File: src/rtl/hit_judge.sv
// Drum hit judge: opens a timing window when a note arrives and scores the
// first drum press in it as correct, wrong, or a miss, tracking a hit combo.
module hit_judge #(
    parameter int unsigned WINDOW = 16
) (
    input  logic       clk,
    input  logic       resetn,
    input  logic       note_arrive,
    input  logic       note_type,
    input  logic       drum_don,
    input  logic       drum_ka,
    output logic       increase_score,
    output logic       decrease_score,
    output logic [7:0] combo,
    output logic       pending
);

    localparam logic [0:0] IDLE    = 1'b0;
    localparam logic [0:0] PENDING = 1'b1;
    localparam logic [7:0] WIN     = 8'(WINDOW);

    logic [0:0] state;
    logic [7:0] count;
    logic       stored_type;
    logic       don_q;
    logic       ka_q;
    logic       don_arm;
    logic       ka_arm;

    logic       press_don;
    logic       press_ka;
    logic       match;
    logic       judge_inc;
    logic       judge_dec;

    // A drum is armed only once it has been seen released since reset,
    // so a drum held through reset never reads as a fresh press.
    assign press_don = drum_don & ~don_q & don_arm;
    assign press_ka  = drum_ka & ~ka_q & ka_arm;

    // Judge the pending note: a press decides it, otherwise a new arrival
    // or the last window edge turns it into a miss.
    always_comb begin
        judge_inc = 1'b0;
        judge_dec = 1'b0;
        match = stored_type ? (press_ka & ~press_don)
                            : (press_don & ~press_ka);
        if (state == PENDING) begin
            if (press_don | press_ka) begin
                judge_inc = match;
                judge_dec = ~match;
            end else if (note_arrive || count == 8'd1) begin
                judge_dec = 1'b1;
            end
        end
    end

    // Drum edge detection registers and arming flags.
    always_ff @(posedge clk or negedge resetn) begin
        if (!resetn) begin
            don_q   <= 1'b0;
            ka_q    <= 1'b0;
            don_arm <= 1'b0;
            ka_arm  <= 1'b0;
        end else begin
            don_q   <= drum_don;
            ka_q    <= drum_ka;
            don_arm <= don_arm | ~drum_don;
            ka_arm  <= ka_arm | ~drum_ka;
        end
    end

    // Note state: a new arrival always wins, after the old note is judged.
    always_ff @(posedge clk or negedge resetn) begin
        if (!resetn) begin
            state       <= IDLE;
            count       <= 8'd0;
            stored_type <= 1'b0;
        end else if (note_arrive) begin
            state       <= PENDING;
            count       <= WIN;
            stored_type <= note_type;
        end else if (judge_inc | judge_dec) begin
            state <= IDLE;
            count <= 8'd0;
        end else if (state == PENDING) begin
            count <= count - 8'd1;
        end
    end

    // Registered score pulses and saturating combo counter.
    always_ff @(posedge clk or negedge resetn) begin
        if (!resetn) begin
            increase_score <= 1'b0;
            decrease_score <= 1'b0;
            combo          <= 8'd0;
        end else begin
            increase_score <= judge_inc;
            decrease_score <= judge_dec;
            if (judge_inc) begin
                if (combo != 8'hFF) combo <= combo + 8'd1;
            end else if (judge_dec) begin
                combo <= 8'd0;
            end
        end
    end

    assign pending = (state == PENDING);

endmodule

File: config.mk
export PLATFORM = sky130hd
export DESIGN_NAME = hit_judge
export DESIGN_NICKNAME = d
export VERILOG_FILES = /design/src/rtl/hit_judge.sv
export SDC_FILE = /design/constraint.sdc
export NUM_CORES = 1
export LEC_CHECK = 0
export BUFFER_PORTS_ARGS = -buffer_cell sky130_fd_sc_hd__buf_4
export CAP_MARGIN = 20
export CORE_AREA = 8 8 59 56
export CTS_CLUSTER_DIAMETER = 120
export CTS_CLUSTER_SIZE = 12
export DETAILED_ROUTE_END_ITERATION = 10
export DIE_AREA = 0 0 67 64
export GPL_TIMING_DRIVEN = 0
export PLACE_DENSITY = 0.83
export RECOVER_POWER = 100
export SYNTH_ARGS = -nofsm -noshare
export SYNTH_HDL_FRONTEND = slang
export SYNTH_SLANG_ARGS = --single-unit
File: constraint.sdc
create_clock -name clk -period 2.8 [get_ports clk]
set_clock_uncertainty 0.2 [all_clocks]
set_input_delay 0.14 -clock clk [delete_from_list [all_inputs] [get_ports clk]]
set_output_delay 0.14 -clock clk [all_outputs]
set_load 0.05 [all_outputs]
**Word level (Yosys, flattened, before mapping)**

Index checks and enable logic that the tools add are counted.

- Register bits: 24
- Input port bits: 6
- Output and inout port bits: 11
- Logic and storage cells: 51

- $add $sub $neg: 2
- Equal/unequal tests: 3
- Muxes and demuxes: 14
- Bitwise logic cells: 17
- Reduce and logical (&&, ||, !) cells: 5

Operator list:

| cell | number |
|---|---|
| 2-to-1 mux 8 bit | 6 |
| adder 8 x 1 -> 8 bit (second input constant) | 1 |
| == test 8 x 1 -> 1 bit (second input constant) | 1 |
| 2-to-1 mux 1 bit | 8 |
| inequality test 8 bit (second input constant) | 1 |
| subtractor 8 x 1 -> 8 bit (second input constant) | 1 |
| inverter 1 bit | 7 |
| bitwise AND 1 bit | 6 |
| OR 1 bit | 4 |
| nonzero test 2 bit | 2 |
| nonzero test 3 bit | 1 |
| inequality test 2 x 1 -> 1 bit (second input constant) | 1 |
| AND reduction 2 bit | 1 |
| logical OR 1 bit | 1 |

**Depth between registers and ports, before layout**

Gate-level depths: netlist of the first run.

- Depth after elaboration: 12
- Depth in mapped cells: 7
- Mapped depth without buffers: 6

**Least setup slack after synthesis of the first run**

OpenSTA, ideal clock, no wires.

- Kind: register to register
- Start point: reg combo[0]
- End point: reg combo[4]
- Library setup time: 0.077 ns
- Arrival: 1.823 ns
- Data required time: 2.523 ns
- Setup slack: 0.700 ns
- Cell stages (with the launch flop): 7
- Path buffers: 0
- Clock period less this slack: 2.100 ns
- Cell sequence: dfrtp_1 -> ha_1 -> and4_1 -> a21oi_1 -> o21ai_1 -> or3_1 -> a21oi_1

- Longest elaborated chain between the ends: 3
- Elaborated cells on any way between the ends: 6
- Classes of those cells: add/sub (1); eq/ne (2); mux (2); reduce/logical (1)

RTL lines:

| what | RTL line | source |
|---|---|---|
| start, declared | 14 | `output logic [7:0] combo,` |
| start signal, assigned | 101 | `if (combo != 8'hFF) combo <= combo + 8'd1;` |
| adder 8 x 1 -> 8 bit / inequality test 8 bit (equally long branches) | 101 |  |
| 2-to-1 mux 8 bit / inequality test 2 x 1 -> 1 bit (equally long branches) | - |  |
| 2-to-1 mux 8 bit / AND reduction 2 bit (equally long branches) | - |  |

Several ways; a longest one is shown, not always the timed one. The select of a mux whose other input is x is not followed.
A chain may end at the register's enable or synchronous reset.

**Worst setup path in the final report of the first run**

- Start point: reg count[4]
- End point: reg count[7]

- Longest elaborated chain between the ends: 8
- Elaborated cells on any way between the ends: 11
- Classes of those cells: add/sub (1); eq/ne (1); mux (6); bitwise (1); reduce/logical (2)

RTL lines:

| what | RTL line | source |
|---|---|---|
| start, declared | 23 | `logic [7:0] count;` |
| start signal, assigned | 87 | `count <= count - 8'd1;` |
| == test 8 x 1 -> 1 bit | 52 | `end else if (note_arrive \|\| count == 8'd1) begin` |
| logical OR 1 bit | 52 |  |
| 2-to-1 mux 1 bit | 52 |  |
| 2-to-1 mux 1 bit | 49 | `if (press_don \| press_ka) begin` |
| 2-to-1 mux 1 bit | 48 | `if (state == PENDING) begin` |
| OR 1 bit | 83 | `end else if (judge_inc \| judge_dec) begin` |
| 2-to-1 mux 8 bit | 83 |  |
| 2-to-1 mux 8 bit | 79 | `end else if (note_arrive) begin` |

Several ways; a longest one is shown, not always the timed one. The select of a mux whose other input is x is not followed.

==> results of run 1 <==
==> final cells by class <==
type                       instances  area share (%)
timing repair buffer              22           8.943
clock buffer                       3           1.626
sequential                        24           43.36
inverter                           5           1.355
tap                               28           2.529
clock inverter                     1           2.168
buffer                             3           1.355
multi-input combinational         87           38.66
==> registers in the layout, indices dropped and copies added, names as in the netlist <==
| signal | cells |
|---|---|
| combo | 8 |
| count | 8 |
| decrease_score | 1 |
| don_arm | 1 |
| don_q | 1 |
| increase_score | 1 |
| ka_arm | 1 |
| ka_q | 1 |
| pending | 1 |
| stored_type | 1 |
==> metrics by stage <==
stage	std cells	instance area [sq um]	util, %	setup WS (ps)
after floorplan	119	1189	-	700.0
after CTS	173	1456	62.25	682.2
final	173	1385	59.20	468.0
after detailed placement	163	1344	57.43	707.7
after global placement	163	1344	57.43	706.6
after global routing	173	1385	59.20	368.0
==> synth_stat cells, types with 2 or more instances <==
master and n:
o21ai_0 9, ha_1 3, inv_1 5, nand2b_1 4
nand2_1 12, a21oi_1 5, xor2_1 5, dfrtp_1 24
o22ai_1 2, and3_1 4, nor2_1 10, nand3_1 3
nand4_1 2, clkbuf_1 2, nor3_1 3, xnor2_1 4
o2111ai_1 2
==> worst min path at each step <==
stage | slack (ps) | endpoint | startpoint
floorplan | -360 | combo[0]$_DFFE_PN0P_ | resetn
global placement | -150 | combo[0]$_DFFE_PN0P_ | resetn
detailed placement | -140 | combo[1]$_DFFE_PN0P_ | resetn
CTS | 40 | combo[4]$_DFFE_PN0P_ | resetn
global route | 280 | don_q$_DFF_PN0_ | drum_don
finish | 290 | don_arm$_DFF_PN0_ | don_arm$_DFF_PN0_
==> power groups by stage <==
stage / combinational [mW] / sequential [mW] / clock, mW
floorplan: 0.0842 / 0.424 / 0
global placement: 0.152 / 0.398 / 0
detailed placement: 0.158 / 0.399 / 0
CTS: 0.166 / 0.393 / 0.255
global route: 0.166 / 0.397 / 0.272
finish: 0.151 / 0.393 / 0.250
==> cells in the final DEF (no fill, tap or decap), types with 2 or more instances in the layout <==
cell type       n
a21oi_1         5
nand2_1        12
clkbuf_4        3
or3_1           2
o21ai_0         9
nand3_1         3
nor2_1         10
nand4_1         2
dlygate4sd3_1   6
ha_1            3
clkbuf_1       17
xnor2_1         4
o22ai_1         2
and3_1          4
xor2_1          5
nand2b_1        4
inv_1           5
dfrtp_1        24
o2111ai_1       2
nor3_1          3
==> per-layer routing <==
metal  track usage, %  vias up  wire [um]
met2            19.83       23       1186
met5                0        -          0
met1            14.47      464       1120
met3            3.136        3        135
li1                 -      471          -
met4            5.744        0         32
==> kinds of logic (layout without fill, tap and decap cells) <==
logic type	after synthesis	after routing	synth area share, %
and+or+nand+nor	49	49	22.95
AOI/OAI and AO/OA	25	25	12.63
DFF	24	24	50.53
xor gates and xnor gates	9	9	6.631
buffers and inverters	8	34	3.158
adders and majority gates	3	3	3.158
muxes	1	1	0.9473
==> flow_summary.ini, run 1 <==
[run]
cap_violations = 0

[sta]
setup_viol = 0
final_hold_viol_count = 0
rsz0062_at_grt = no
fmax_mhz = 428.8
relSlewSlack_pct = 14.05
fin_tns_setup_ps = 0
whs_ps = 288.5
fin_crit_ps = 2332
worst_pin_slew_ps = 1289
slew_violations = 0
finalCritPeriodShare_pct = 83.29

[logic_synthesis]
syn_nets = 128
synthCells = 119
ys_top_cells_by_area = dfrtp_1 (51%), o21ai_0 (3.8%), nand2_1 (3.8%), xor2_1 (3.7%), ha_1 (3.2%)
synth_top_flop_cell = dfrtp_1
ys_ff_latch = 24
yosysWarnings = 0
yosys.area.top_type_share_pct = 50.53
syn_area_per_cell_sq_um = 9.989
yosysTopAreaCell = dfrtp_1
async_flop_share_pct = 100.0
ys_seq_area_share_pct = 50.53
syn_area_sq_um = 1189
synth_edf_count = 0
synth_cell_types = 37

[routing]
drc = 0
firstDrtPassIters = 4
wl_per_cell_um = 14.31
route.vias.total = 961
routed_wl_um = 2475
ant_nets = 0
drtIter0Drc = 37
vias_per_cell = 5.555

[die]
io_pins = 17
dieArea_sq_um = 4288
die_x_um = 67
rows = 17
start_util_pct = 50.80
core_area_sq_um = 2340
die_h_um = 64

[final_layout]
drive_above_1_share_pct = 6.207
fin_nets = 155
multi_input_area_sq_um = 535.5
antenna_cells = 0
register_area_sq_um = 600.6
syn_to_final_growth_pct = 16.53
final.fill_count = 223

[power_and_ir_drop]
p_sw_mw = 0.2252
fin_total_pwr_mw = 0.7939
seq_power_share_pct = 49.4
leakage_nw = 0.5935
ir_worst_vdd_mv = 0.3899
pwr-share-comb_pct = 19.1
p_int_mw = 0.5687
clockPowerShare_pct = 31.5
power-per-cell-area_nw_per_um2 = 573.2
swShare_pct = 28.36

[clock_network]
cts_hold_buf = 6
htreeDepth = 1
clk-insertion-delay-late_ps = 320
clock_path_buffers = 2
postCtsSetupBuffers = 0
cts.clk_slew.worst_paths_ps = 130
post_cts_resized = 0
cts_tree = done
cts_root_buf = clkbuf_4
cts_made_buffers = 3
clkSinkCount = 24

[worst_setup_path]
worst-path-stages = 5
slowest_stage = or4_1
r2r-start = count[4]$_DFFE_PN0P_
path_class = reg -> reg
r2r_end = count[7]$_DFFE_PN0P_
critPathLaunch = count[4]$_DFFE_PN0P_
path_max_fanout = 6
required_ps = 2800
start_kind = flop
worst_r2r_path_depth = 5
crit_arrival_ps = 2330
critical_path.max_stage_delay_ps = 590
cpLargestDelayFamily = simple AND/OR/NAND/NOR gates
r2r_setup_slack_ps = 470
end_kind = flop
critPathBufInv = 0
crit_chain = or4_1, nor4b_1, or3_1, or2_0, o21ai_0
setup.worst_path.end = count[7]$_DFFE_PN0P_

[grt]
antenna_found_initial = 0
grt_max_degree = 25
overflow = 0
grt_pass1_wl_um = 4215
grt_usage_pct = 12.16
grt_pass1_vias = 973

[run_status]
status = finished, final reports clean

[placed_design]
portBuffers = 16
dpl.hpwl_um = 1737
routabilityCongestion = 0.8539

[hold_path]
min_path_type = reg -> reg
min_path_cells = 1
Power figures use the tool's default switching activity.
==> run 2, diff against run 1 <==
--- a/config.mk
+++ b/config.mk
@@ -7,13 +7,13 @@
 export LEC_CHECK = 0
 export BUFFER_PORTS_ARGS = -buffer_cell sky130_fd_sc_hd__buf_4
 export CAP_MARGIN = 20
-export CORE_AREA = 8 8 59 56
+export CORE_AREA = 8 8 61 58
 export CTS_CLUSTER_DIAMETER = 120
 export CTS_CLUSTER_SIZE = 12
 export DETAILED_ROUTE_END_ITERATION = 10
-export DIE_AREA = 0 0 67 64
+export DIE_AREA = 0 0 69 66
 export GPL_TIMING_DRIVEN = 0
-export PLACE_DENSITY = 0.83
+export PLACE_DENSITY = 0.81
 export RECOVER_POWER = 100
 export SYNTH_ARGS = -nofsm -noshare
 export SYNTH_HDL_FRONTEND = slang
==> constraint.sdc (replaced) <==
create_clock -name clk -period 1.85 [get_ports clk]
set_clock_uncertainty 0.2 [all_clocks]
set_input_delay 0.0925 -clock clk [delete_from_list [all_inputs] [get_ports clk]]
set_output_delay 0.0925 -clock clk [all_outputs]
set_load 0.05 [all_outputs]
==> run 2 against run 1 <==
Compared with the run above: the run now ends with setup timing left; design area up 12%; largest power group unchanged; fmax grew 14%; count of clock-buffer cells in the layout grew 1; largest cell class unchanged.
==> flow_summary.ini, run 2 (synthesis results as in run 1) <==
[sta]
rsz0062_at_grt = yes
final_hold_viol_count = 0
fin_tns_setup_ps = -2066
slew_violations = 0
worst_slack_ps = -187.0
fin_crit_ps = 2037
setup_viol = 16
fmax_mhz = 490.9
relSlewSlack_pct = 59.69
worst_pin_slew_ps = 607.2
finalCritPeriodShare_pct = 110.1

[power_and_ir_drop]
power-per-cell-area_nw_per_um2 = 756.7
leakage_nw = 0.6829
ir_worst_vdd_mv = 0.6649
fin_total_pwr_mw = 1.178

[final_layout]
utilization_pct = 60.62
layout_common_cells = dfrtp_1 (19), buf_4 (17), nand2_1 (12), nor2_1 (10), dlygate4sd3_1 (8)
final_common_cell = dfrtp_1
antenna_cells = 0
drive_above_1_share_pct = 29.03
final.fill_count = 241
top_regs = combo (8), count (8)
fin_nets = 165
syn_to_final_growth_pct = 30.95

[grt]
antenna_found_initial = 0
grt_pass1_wl_um = 4733
overflow = 0
grt_usage_pct = 12.62
grt_max_degree = 14
grt_pass1_vias = 1087

[clock_network]
cts_tree = done
cts.clk_slew.worst_paths_ps = 130
htreeDepth = 1
cts_made_buffers = 3
cts_root_buf = clkbuf_4
clkSinkCount = 24
clk-insertion-delay-late_ps = 320
clock_path_buffers = 2

[routing]
wl_per_cell_um = 15.11
drtIter0Drc = 40
drc = 0
vias_per_cell = 5.546
ant_nets = 0
firstDrtPassIters = 4
route.vias.total = 1026
routed_wl_um = 2796

[die]
rows = 18
die_h_um = 66
start_util_pct = 46.30
dieArea_sq_um = 4554
io_pins = 17
core_area_sq_um = 2567
die_x_um = 69

[run_status]
violations = setup timing
status = finished with violations

[run]
cap_violations = 0

[placed_design]
routabilityCongestion = 0.8888
dpl.hpwl_um = 1759
portBuffers = 16

[worst_setup_path]
path_max_fanout = 5
start_kind = flop
path_class = reg -> reg
required_ps = 1860
end_kind = flop
crit_arrival_ps = 2050

[hold_path]
min_path_type = in -> reg
## run 2: cell count changes in the layout (fill, tap and decap cells not counted), moves of 2 or more
cell           delta
dlygate4sd3_1     +2
buf_4            +16
dfrtp_1           -5
o21ai_2           +4
clkbuf_1         -11
clkbuf_4          +2
dfrtp_2           +5
o21ai_0           -5
## run 2: final cells by class
class / count / area (sq um) / share of cell area, %
Inverter: 5 / 18.77 / 1.206
Clock buffer: 4 / 36.28 / 2.331
Sequential cell: 24 / 606.8 / 38.99
Timing Repair Buffer: 33 / 246.5 / 15.84
Multi-Input combinational cell: 87 / 595.6 / 38.26
Buffer: 2 / 15.01 / 0.9646
Tap cell: 30 / 37.54 / 2.412
## run 2: repair_timing
action / 4_1_cts / 5_1_grt
endpoints found under the setup margin: 16 / 17
buffers inserted: 6 / 2
gates resized for setup: 4 / 12
hold buffers: 8 / 0
pin swaps: 2 / 4
cloned: 1 / 0
hold endpoints to repair: 35 / 0
## run 2: worst paths after layout
check / startpoint / endpoint / slack (ps) / depth (start not counted)
max: count[4]$_DFFE_PN0P_ / combo[6]$_DFFE_PN0P_ / -190 / 6
min: drum_don / count[4]$_DFFE_PN0P_ / 160 / 5
max reg2reg: count[4]$_DFFE_PN0P_ / combo[6]$_DFFE_PN0P_ / -190 / 6
min reg2reg: don_arm$_DFF_PN0_ / don_arm$_DFF_PN0_ / 280 / 1
max in group asynchronous: resetn / combo[1]$_DFFE_PN0P_ / 390 / 3
min in group asynchronous: resetn / count[4]$_DFFE_PN0P_ / 630 / 3
## run 2: layer usage
| metal | global-route usage (%) | wire (um) | up-vias |
|---|---|---|---|
| met5 | 0 | 0 | - |
| met4 | 5.371 | 21 | 0 |
| met3 | 5.405 | 180 | 4 |
| met2 | 22.67 | 1437 | 24 |
| met1 | 12.66 | 1157 | 507 |
| li1 | - | - | 491 |
## run 2: report_power, final
| part | switching, mW | internal [mW] | total (mW) |
|---|---|---|---|
| combinational | 0.170 | 0.137 | 0.307 |
| sequential | 0.0380 | 0.560 | 0.598 |
| clock | 0.153 | 0.120 | 0.273 |
| total | 0.361 | 0.817 | 1.18 |
## run 2: worst max-delay path, stage by stage, from the launching register on
cell and delay, ps:
dfrtp_1 410, or4_4 570, nor4b_4 220, or3_4 180, and3_4 190, buf_6 110, o22ai_1 70
## run 2: through the flow
step	worst slack, ps	area [sq um]	std cells	hold slack, ps
after CTS	-179.6	1539	184	118.3
after floorplan	-127.1	1195	119	-403.1
final	-187.0	1556	185	160.2
after global placement	-227.5	1353	165	-199.1
after detailed placement	-245.5	1353	165	-192.9
after global routing	-257.3	1556	185	195.4
==> run 3, diff against run 2 <==
--- a/config.mk
+++ b/config.mk
@@ -13,7 +13,7 @@
 export DETAILED_ROUTE_END_ITERATION = 10
 export DIE_AREA = 0 0 69 66
 export GPL_TIMING_DRIVEN = 0
-export PLACE_DENSITY = 0.81
+export PLACE_DENSITY = 0.7
 export RECOVER_POWER = 100
 export SYNTH_ARGS = -nofsm -noshare
 export SYNTH_HDL_FRONTEND = slang
==> run 3 against run 2 <==
Compared with the run above: the run still ends with setup timing left; clock power fell by 14%; core utilization fell by 2.8 points; flip-flop and latch count did not move; cell count fell by 1.6%; via count fell by 0.97%; setup slack got worse by 21 ps; critical path type unchanged; critical endpoint unchanged.
==> flow_summary.ini, run 3 (synthesis results as in run 1) <==
[sta]
final_hold_viol_count = 0
fin_crit_ps = 2059
worst_pin_slew_ps = 607.6
relSlewSlack_pct = 59.66
slew_violations = 0
setup_viol = 17
fmax_mhz = 485.8
fin_tns_setup_ps = -2341
rsz0062_at_grt = yes
finalCritPeriodShare_pct = 111.3
worst_slack_ps = -208.5

[worst_setup_path]
critical_path.max_stage_delay_ps = 550
crit_chain = or4_4, nor4b_2, or3_4, and3_4, buf_6, o22ai_2
cpLargestDelayFamily = simple AND/OR/NAND/NOR gates
path_class = reg -> reg
critPathBufInv = 1
slowest_stage = or4_4
end_kind = flop
start_kind = flop
path_max_fanout = 5
required_ps = 1850
crit_arrival_ps = 2050

[final_layout]
postLayoutCellArea_sq_um = 1484
final.fill_count = 238
drive_above_1_share_pct = 23.03
multi_input_area_sq_um = 585.6
layout_common_cells = dfrtp_1 (19), clkbuf_1 (13), nand2_1 (12), nor2_1 (10), buf_4 (10)
utilization_pct = 57.80
fin_nets = 162
register_area_sq_um = 606.8
final_common_cell = dfrtp_1
syn_to_final_growth_pct = 24.84
antenna_cells = 0
top_regs = combo (8), count (8)

[grt]
grt_pass1_vias = 1071
antenna_found_initial = 0
grt_usage_pct = 12.18
grt_pass1_wl_um = 4664
overflow = 0
grt_max_degree = 25

[placed_design]
portBuffers = 16
routabilityCongestion = 0.7993
placed_area_sq_um = 1353
dpl.hpwl_um = 1728

[routing]
ant_nets = 0
routed_wl_um = 2592
drtIter0Drc = 37
vias_per_cell = 5.582
drc = 0
wl_per_cell_um = 14.24
firstDrtPassIters = 4
route.vias.total = 1016

[die]
rows = 18
die_h_um = 66
die_x_um = 69
core_area_sq_um = 2567
start_util_pct = 46.30
io_pins = 17
dieArea_sq_um = 4554

[clock_network]
cts.clk_slew.worst_paths_ps = 130
cts_tree = done
cts_root_buf = clkbuf_4
clock_path_buffers = 2
clkSinkCount = 24
cts_made_buffers = 3
htreeDepth = 1
clk-insertion-delay-late_ps = 310

[hold_path]
min_path_type = in -> async

[power_and_ir_drop]
leakage_nw = 0.6326
fin_total_pwr_mw = 1.120
ir_worst_vdd_mv = 0.5765
power-per-cell-area_nw_per_um2 = 754.6

[run]
cap_violations = 0

[run_status]
status = finished with violations
violations = setup timing
## run 3: worst paths after layout
path,endpoint,cells past startpoint,startpoint,slack (ps)
max,combo[6]$_DFFE_PN0P_,6,count[4]$_DFFE_PN0P_,-210
min,count[3]$_DFFE_PN0P_,2,resetn,100
max reg2reg,combo[6]$_DFFE_PN0P_,6,count[4]$_DFFE_PN0P_,-210
min reg2reg,ka_arm$_DFF_PN0_,1,ka_arm$_DFF_PN0_,280
max in group asynchronous,pending$_DFFE_PN0P_,2,resetn,930
min in group clk,count[2]$_DFFE_PN0P_,6,drum_don,240
## run 3: routing by layer
metal / vias to the layer above / wire (um) / track usage (%)
met5: - / 0 / 0
li1: 485 / - / -
met3: 2 / 159 / 4.354
met2: 28 / 1211 / 19.68
met4: 0 / 10 / 5.115
met1: 501 / 1211 / 14.45
## run 3: where the power goes
group | internal, mW | total, mW | switching [mW]
sequential | 0.560 | 0.595 | 0.0350
clock | 0.0841 | 0.236 | 0.152
combinational | 0.124 | 0.288 | 0.164
total | 0.768 | 1.12 | 0.352
## run 3: final cells by class
type / count / area share, %
sequential: 24 / 40.89
multi-input combinational: 87 / 39.46
timing repair buffer: 30 / 13.07
tap: 30 / 2.530
clock buffer: 4 / 1.771
inverter: 5 / 1.265
buffer: 2 / 1.012
## run 3: what timing repair did
action,in CTS,in global routing
pin swaps,2,0
hold endpoints to repair,35,0
setup buffers,6,1
setup endpoints to repair,16,18
hold buffers,6,0
resized for setup,2,9
cloned,1,0
## run 3: per-stage QoR
step	std cells	setup slack, ps	hold WS, ps
2_1_floorplan	119	-127.1	-403.1
3_3_place_gp	165	-238.6	-191.6
3_5_place_dp	165	-239.8	-188.0
4_1_cts	182	-195.1	12.88
5_1_grt	182	-248.2	168.4
6_report	182	-208.5	102.3
## run 3: worst reg2reg max path, cell delays in order, from the launching register on
cell	delay, ps
dfrtp_1	410
or4_4	550
nor4b_2	220
or3_4	170
and3_4	200
buf_6	120
o22ai_2	80
